### config.mk
export PLATFORM = sky130hd
export DESIGN_NAME = adc_serial_capture
export DESIGN_NICKNAME = d
export VERILOG_FILES = /design/src/rtl/adc_serial_capture.sv
export SDC_FILE = /design/constraint.sdc
export NUM_CORES = 1
export LEC_CHECK = 0
export BUFFER_PORTS_ARGS = -buffer_cell sky130_fd_sc_hd__buf_2
export CAP_MARGIN = 25
export CELL_PAD_IN_SITES_DETAIL_PLACEMENT = 0
export CELL_PAD_IN_SITES_GLOBAL_PLACEMENT = 1
export CORE_ASPECT_RATIO = 0.8
export CORE_MARGIN = 2
export CORE_UTILIZATION = 44
export DETAILED_ROUTE_END_ITERATION = 8
export GPL_ROUTABILITY_DRIVEN = 0
export GPL_TIMING_DRIVEN = 0
export PLACE_DENSITY_LB_ADDON = 0.1
export SYNTH_ARGS = -nofsm -noshare
export SYNTH_HDL_FRONTEND = slang
export SYNTH_SLANG_ARGS = --single-unit
### constraint.sdc
create_clock -name clk_3M -period 1.97 [get_ports clk_3M]
set_input_delay 0.197 -clock clk_3M [delete_from_list [all_inputs] [get_ports clk_3M]]
set_output_delay 0.197 -clock clk_3M [all_outputs]
set_load 0.1 [all_outputs]
### src/rtl/adc_serial_capture.sv
// rtl/adc_serial_capture.sv - shared-clock multi-channel serial ADC capture with aligned parallel output
// Optional per-channel frame averaging is built when ADC_AVG_EN is defined.
module adc_serial_capture #(
   parameter int NCH        = 2,
   parameter int DATA_W     = 12,
   parameter int FRAME_BITS = 16,
   parameter int QUIET_CYC  = 2,
   parameter int AVG_LOG2   = 2
) (
   input  logic                  clk_3M,
   input  logic                  reset,
   input  logic                  sensor_clk,
   input  logic                  sample_control,
   input  logic [NCH-1:0]        Data,
   output logic                  ADC_clk,
   output logic                  chip_select,
   output logic [NCH*DATA_W-1:0] pdata,
   output logic                  pdata_valid,
   output logic                  busy,
   output logic                  overrun
);

   localparam int BC_W = $clog2(FRAME_BITS + 1);
   localparam int QC_W = (QUIET_CYC > 1) ? $clog2(QUIET_CYC) : 1;

   generate
      if (FRAME_BITS < DATA_W || QUIET_CYC < 1 || AVG_LOG2 < 0 || DATA_W < 2) begin : g_bad_cfg
         $error("adc_serial_capture: invalid parameter combination");
      end
   endgenerate

   typedef enum logic [1:0] {IDLE, CONV, QUIET} state_t;

   state_t            state, state_nx;
   logic              sensor_q;
   logic              trigger;
   logic              start;
   logic              lead;
   logic              frame_done;
   logic              quiet_last;
   logic [BC_W-1:0]   bit_cnt;
   logic [QC_W-1:0]   quiet_cnt;
   logic [DATA_W-1:0] shift_reg [NCH];

`ifdef ADC_AVG_EN
   localparam int ACC_W = DATA_W + AVG_LOG2;
   localparam int FC_W  = (AVG_LOG2 > 0) ? AVG_LOG2 : 1;

   logic [ACC_W-1:0]  acc     [NCH];
   logic [ACC_W-1:0]  acc_sum [NCH];
   logic [FC_W-1:0]   frame_cnt;
   logic              avg_last;

   always_comb begin
      for (int i = 0; i < NCH; i++) begin
         acc_sum[i] = acc[i] + ACC_W'(shift_reg[i]);
      end
   end

   assign avg_last = (frame_cnt == FC_W'((1 << AVG_LOG2) - 1));
`endif

   assign trigger    = sensor_clk & ~sensor_q;
   assign frame_done = (state == CONV) && !lead && ADC_clk && (bit_cnt == BC_W'(FRAME_BITS));
   assign quiet_last = (state == QUIET) && (quiet_cnt == QC_W'(QUIET_CYC - 1));
   // The final quiet cycle may launch the next frame directly, so it is not an overrun window.
   assign start      = trigger && sample_control && ((state == IDLE) || quiet_last);
   assign busy       = (state != IDLE);

   always_comb begin
      state_nx = state;
      case (state)
         IDLE:    if (start) state_nx = CONV;
         CONV:    if (frame_done) state_nx = QUIET;
         QUIET:   if (quiet_last) state_nx = start ? CONV : IDLE;
         default: state_nx = IDLE;
      endcase
   end

   always_ff @(posedge clk_3M or posedge reset) begin
      if (reset) state <= IDLE;
      else       state <= state_nx;
   end

   always_ff @(posedge clk_3M or posedge reset) begin
      if (reset) begin
         sensor_q    <= 1'b0;
         chip_select <= 1'b1;
         ADC_clk     <= 1'b1;
         pdata       <= '0;
         pdata_valid <= 1'b0;
         overrun     <= 1'b0;
         lead        <= 1'b0;
         bit_cnt     <= '0;
         quiet_cnt   <= '0;
         for (int i = 0; i < NCH; i++) shift_reg[i] <= '0;
`ifdef ADC_AVG_EN
         frame_cnt   <= '0;
         for (int i = 0; i < NCH; i++) acc[i] <= '0;
`endif
      end else begin
         sensor_q    <= sensor_clk;
         pdata_valid <= 1'b0;
         if (trigger && busy && !quiet_last) overrun <= 1'b1;

         if (start) begin
            chip_select <= 1'b0;
            ADC_clk     <= 1'b0;
            bit_cnt     <= '0;
            lead        <= 1'b1;
         end else if (state == CONV) begin
            // ADC_clk stays low one extra cycle after select so the first rise lands at T+2.
            if (lead) begin
               lead <= 1'b0;
            end else if (!ADC_clk) begin
               ADC_clk <= 1'b1;
               bit_cnt <= bit_cnt + 1'b1;
               for (int i = 0; i < NCH; i++) begin
                  shift_reg[i] <= {shift_reg[i][DATA_W-2:0], Data[i]};
               end
            end else if (frame_done) begin
               chip_select <= 1'b1;
               quiet_cnt   <= '0;
`ifdef ADC_AVG_EN
               frame_cnt   <= avg_last ? '0 : frame_cnt + 1'b1;
               if (avg_last) begin
                  pdata_valid <= 1'b1;
                  for (int i = 0; i < NCH; i++) begin
                     pdata[i*DATA_W +: DATA_W] <= acc_sum[i][AVG_LOG2 +: DATA_W];
                     acc[i]                    <= '0;
                  end
               end else begin
                  for (int i = 0; i < NCH; i++) acc[i] <= acc_sum[i];
               end
`else
               pdata_valid <= 1'b1;
               for (int i = 0; i < NCH; i++) begin
                  pdata[i*DATA_W +: DATA_W] <= shift_reg[i];
               end
`endif
            end else begin
               ADC_clk <= 1'b0;
            end
         end else if (state == QUIET) begin
            quiet_cnt <= quiet_cnt + 1'b1;
         end
      end
   end

endmodule

After elaboration in Yosys (flattened, before gate mapping) --
Index checks and enable logic that the tools add are counted.
Word-level totals: flip-flop bits (word level) 62, input bits 6, output and inout port bits 29, word-level logic and storage cells 83
Operators by class: $add $sub $neg 2, equal/unequal tests 10, mux-type cells 30, bitwise gates (word level) 5, reductions and logical operators 24
Operator list (count):
- 1-bit 2-to-1 mux | 22
- 5-bit 2-to-1 mux | 4
- 2-bit inequality test (second input constant) | 6
- 5-bit AND reduction | 2
- 2-bit nonzero test | 5
- 1-bit logical AND | 8
- 4-bit AND reduction | 2
- 2-bit 2-to-1 mux | 3
- 2-bit one-hot mux with 3 select lines | 1
- 3-bit AND reduction | 2
- 5-bit by 1-bit adder with 5-bit output (second input constant) | 1
- 5-bit == test (second input constant) | 1
- 1-bit inverter | 4
- 2-bit by 1-bit == test with 1-bit output (second input constant) | 1
- 2-bit == test (second input constant) | 1
- 1-bit logical NOT | 2
- 2-bit logical NOT | 1
- 2-bit by 1-bit inequality test with 1-bit output (second input constant) | 1
- 2-bit AND reduction | 1
- 1-bit adder (second input constant) | 1
- 1-bit bitwise AND | 1
- 1-bit logical OR | 1

Logic depth before layout (Yosys ltp) --
word-level depth 9, depth in mapped cells 7, mapped depth without buffers 6

Worst setup path after synthesis --
Ideal clock, no wire load.
path kind reg-to-reg, start point register ADC_clk, end point register pdata[11], setup time 0.125 ns, arrival time 1.822 ns, data required time 1.845 ns, slack 0.023 ns, cell stages (with the launch flop) 5, buffers on the path 1, period minus slack after synthesis 1.947 ns, path through dfstp_2 nand3_2 inv_1 buf_4 mux2_2
On the way: word-level cells in the longest chain between the ends 3
RTL lines:
- start, declared | RTL line 15 | output logic ADC_clk,
- start signal, assigned | RTL line 89 | ADC_clk <= 1'b1;
- start signal, assigned | RTL line 108 | ADC_clk <= 1'b0;
- start signal, assigned | RTL line 116 | ADC_clk <= 1'b1;
- 1-bit logical AND (2 in series) | RTL line 64 | assign frame_done = (state == CONV) && !lead && ADC_clk && (bit_cnt == BC_W'(FRAME_BITS));
- 5-bit AND reduction (no line) *
- end signal, assigned by index | RTL line 138 | pdata[i*DATA_W +: DATA_W] <= shift_reg[i];
- end, declared | RTL line 17 | output logic [NCH*DATA_W-1:0] pdata,
Mark *: on every way between the ends. The rest lies on a longest branch, timed or not. A chain may end at the register's enable or synchronous reset.

Final worst setup path --
start point register bit_cnt[0], end point register pdata[17]
On the way: word-level cells in the longest chain between the ends 3
RTL lines:
- start, declared | RTL line 41 | logic [BC_W-1:0] bit_cnt;
- start signal, assigned | RTL line 117 | bit_cnt <= bit_cnt + 1'b1;
- 5-bit == test | RTL line 64
- 1-bit logical AND | RTL line 64
- 5-bit AND reduction (no line)
Every way passes these cells.

==> impl_metrics.yaml <==
yosys:
  synth_cell_types: 29
  syn_inst: 213
  ys_ff_latch: 62
  syn_avg_cell_area_um2: 11.5
  yosysMostFrequentCell: "nand2_1"
  yosysWarningCount: 0
  synth_top_area_cell: "dfrtp_1"
  synth_nets: 221
  synth_area_leaders: "dfrtp_1 61%, nand2_1 12%, mux2_2 11%"
  synth_edf_count: 0
  async_flop_share_pct: 100
  synthFlopType: "dfrtp_1"
  synth.top_cell.area_share_pct: 61.4
  post_synth_most_frequent_cells: "75 x nand2_1, 60 x dfrtp_1, 24 x mux2_2"
  synth_area_um2: 2440
  synth_seq_area_share_pct: 63.6
routing:
  wl_um: 4180
  ant_nets: 0
  via_per_inst: 4.83
  wire_per_inst_um: 12.6
  route.detailed.drc: 0
  num_vias: 1599
  dr.pass1.iters: 4
  first_iter_violations: 50
sta:
  timing.fmax_mhz: 540
  hold_viol: 0
  finalCritPeriodShare_pct: 94.0
  setup_ws_ns: 0.118
  slew_headroom_pct: 48.0
  worstMarginPinSlew_ns: 0.778
  rsz0062_at_grt: "no"
  slew_viol_final: 0
  layout_min_cycle_time_ns: 1.85
  finalSetupViolations: 0
  fin_skew_ns: 0.0103
finish:
  final_util_pct: 54.5
  antenna_cells: 0
  synthToLayoutAreaGrowth_pct: 20.6
  drive_above_1_share_pct: 34.2
  fill_cells: 486
  finish.net_count: 269
grt:
  first_global_vias: 1517
  antenna_found_initial: 0
  grt_max_degree: 43
  overflow: 0
  grt_pass1_wl_um: 7300
  global_route.usage.total_pct: 15.4
die:
  die_area_um2: 6170
  rows: 24
  core-area_um2: 5410
  dieHeight_um: 70.7
  die_width_um: 87.3
  start_util_pct: 45.2
  io_pins: 35
setup_path:
  worstPathArrival_ns: 2.06
  crit_family: "simple AND/OR/NAND/NOR gates"
  path_buf_inv: 3
  regToRegSetupSlack_ns: 0.12
  worst_setup_path_start_kind: "flip-flop"
  required_ns: 2.18
  cp_slowest_cell: "dfrtp_1"
  slowest_delay_ns: 0.41
  timing.rr.start: "bit_cnt[0]$_DFFE_PP0P_"
  ff2ff_path_depth: 7
  end_kind: "flip-flop"
  path_class: "reg -> reg"
  path_max_fanout: 10
  path_cells: "inv_1 -> ha_1 -> and4bb_2 -> nand3_4 -> inv_2 -> buf_6 -> mux2_2"
  r2r_end: "pdata[17]$_DFFE_PP0P_"
clock_tree:
  clk_latency_ns: 0.33
  cts_setup_buffers: 0
  cts_tree: "built"
  cts.clk_slew.worst_paths_ns: 0.07
  cts_sinks: 62
  numCtsBuffers: 9
  clock_path_buffers: 2
  root_buffer: "clkbuf_8"
  htree_levels: 3
worst_hold_path:
  min-delay-path-class: "in -> reg"
  worstHoldStart: "Data[1]"
  hold-path-cell-count: 3
  hold_end: "shift_reg[0]$_DFFE_PP0P_"
place:
  dp_hpwl_um: 2850
  port_buffers: 34
  dp_slack_ns: -0.0701
flow_run:
  max_cap_violations: 0
status:
  status: "finished, final reports clean"
how the worst max path moves through the flow:
stage	from	to	slack [ns]	cells past startpoint
5_1_grt	bit_cnt[0]$_DFFE_PP0P_	pdata[17]$_DFFE_PP0P_	0.01	7
3_3_place_gp	reset	state[0]$_DFFE_PP0P_	-0.60	2
4_1_cts	bit_cnt[0]$_DFFE_PP0P_	pdata[17]$_DFFE_PP0P_	0.05	7
3_5_place_dp	bit_cnt[0]$_DFFE_PP0P_	pdata[17]$_DFFE_PP0P_	-0.07	7
6_report	bit_cnt[0]$_DFFE_PP0P_	pdata[17]$_DFFE_PP0P_	0.12	7
2_1_floorplan	ADC_clk$_DFFE_PP1P_	pdata[11]$_DFFE_PP0P_	0.02	4
repair_timing:
item | CTS | global route
endpoints found under the hold margin | 21 | 0
pin swaps | 0 | 0
gates resized for setup | 2 | 1
setup endpoints to repair | 9 | 9
hold buffers | 2 | 0
cell usage in the layout (no fill, tap or decap), drive strengths merged:
cell and instances:
and4bb 1, a31o 1, dfrtp 60, bufinv 1, or4b 1, a21oi 6, a21o 1, buf 42
and2 1, nand2 75, nor2 1, dlygate4sd3 2, nand3 3, dfstp 2, nor3 1, clkinv 3
ha 2, nor2b 2, nand4bb 1, o21ai 6, mux2 24, nand2b 3, nor4b 1, mux2i 1
o31ai 1, inv 6, or3 3, o22ai 1, clkbuf 12, or2 1, nor3b 1
routing by layer:
layer	global-route usage [%]	vias to the layer above	share of wire, %
met3	6.18	6	4.8
met2	21.0	29	43
li1	-	801	-
met1	22.9	763	51
met4	4.10	0	1.1
met5	0	-	0
cell families (layout without fill, tap and decap cells):
group / count (synthesis) / after routing / share of synthesized area, %
flops: 62 / 62 / 63.6
fa+ha+maj: 2 / 2 / 1.02
buf+inv: 13 / 66 / 2.46
simple gates: 95 / 95 / 17.8
mux: 25 / 25 / 11.5
compound gates: 16 / 16 / 3.69
layout make-up:
type / instances / area [um2] / area share, %
Buffer: 7 / 41.3 / 1.40
Tap cell: 65 / 81.3 / 2.76
Clock buffer: 12 / 155 / 5.27
Sequential cell: 62 / 1550 / 52.7
Timing Repair Buffer: 37 / 210 / 7.13
Inverter: 6 / 22.5 / 0.764
Clock inverter: 4 / 45.0 / 1.53
Multi-Input combinational cell: 138 / 837 / 28.4
worst min-delay path, cell delays in order:
cell	delay, ns
buf_2	0.08
nand2_1	0.04
nand2_1	0.05
through the flow:
step / TNS, ns / cell area [um2] / hold WS [ns] / cells
after floorplan: 0 / 2440 / 0.228 / 213
after global placement: -36.30 / 2700 / 0.330 / 312
after detailed placement: -0.553 / 2720 / 0.239 / 313
after CTS: 0 / 2940 / 0.0532 / 331
after global routing: 0 / 2950 / 0.0764 / 331
final: 0 / 2950 / 0.0678 / 331
Power is left out: the tool's default activity adds up to more than one toggle a clock period on the data nets, which glitch-free logic cannot reach.
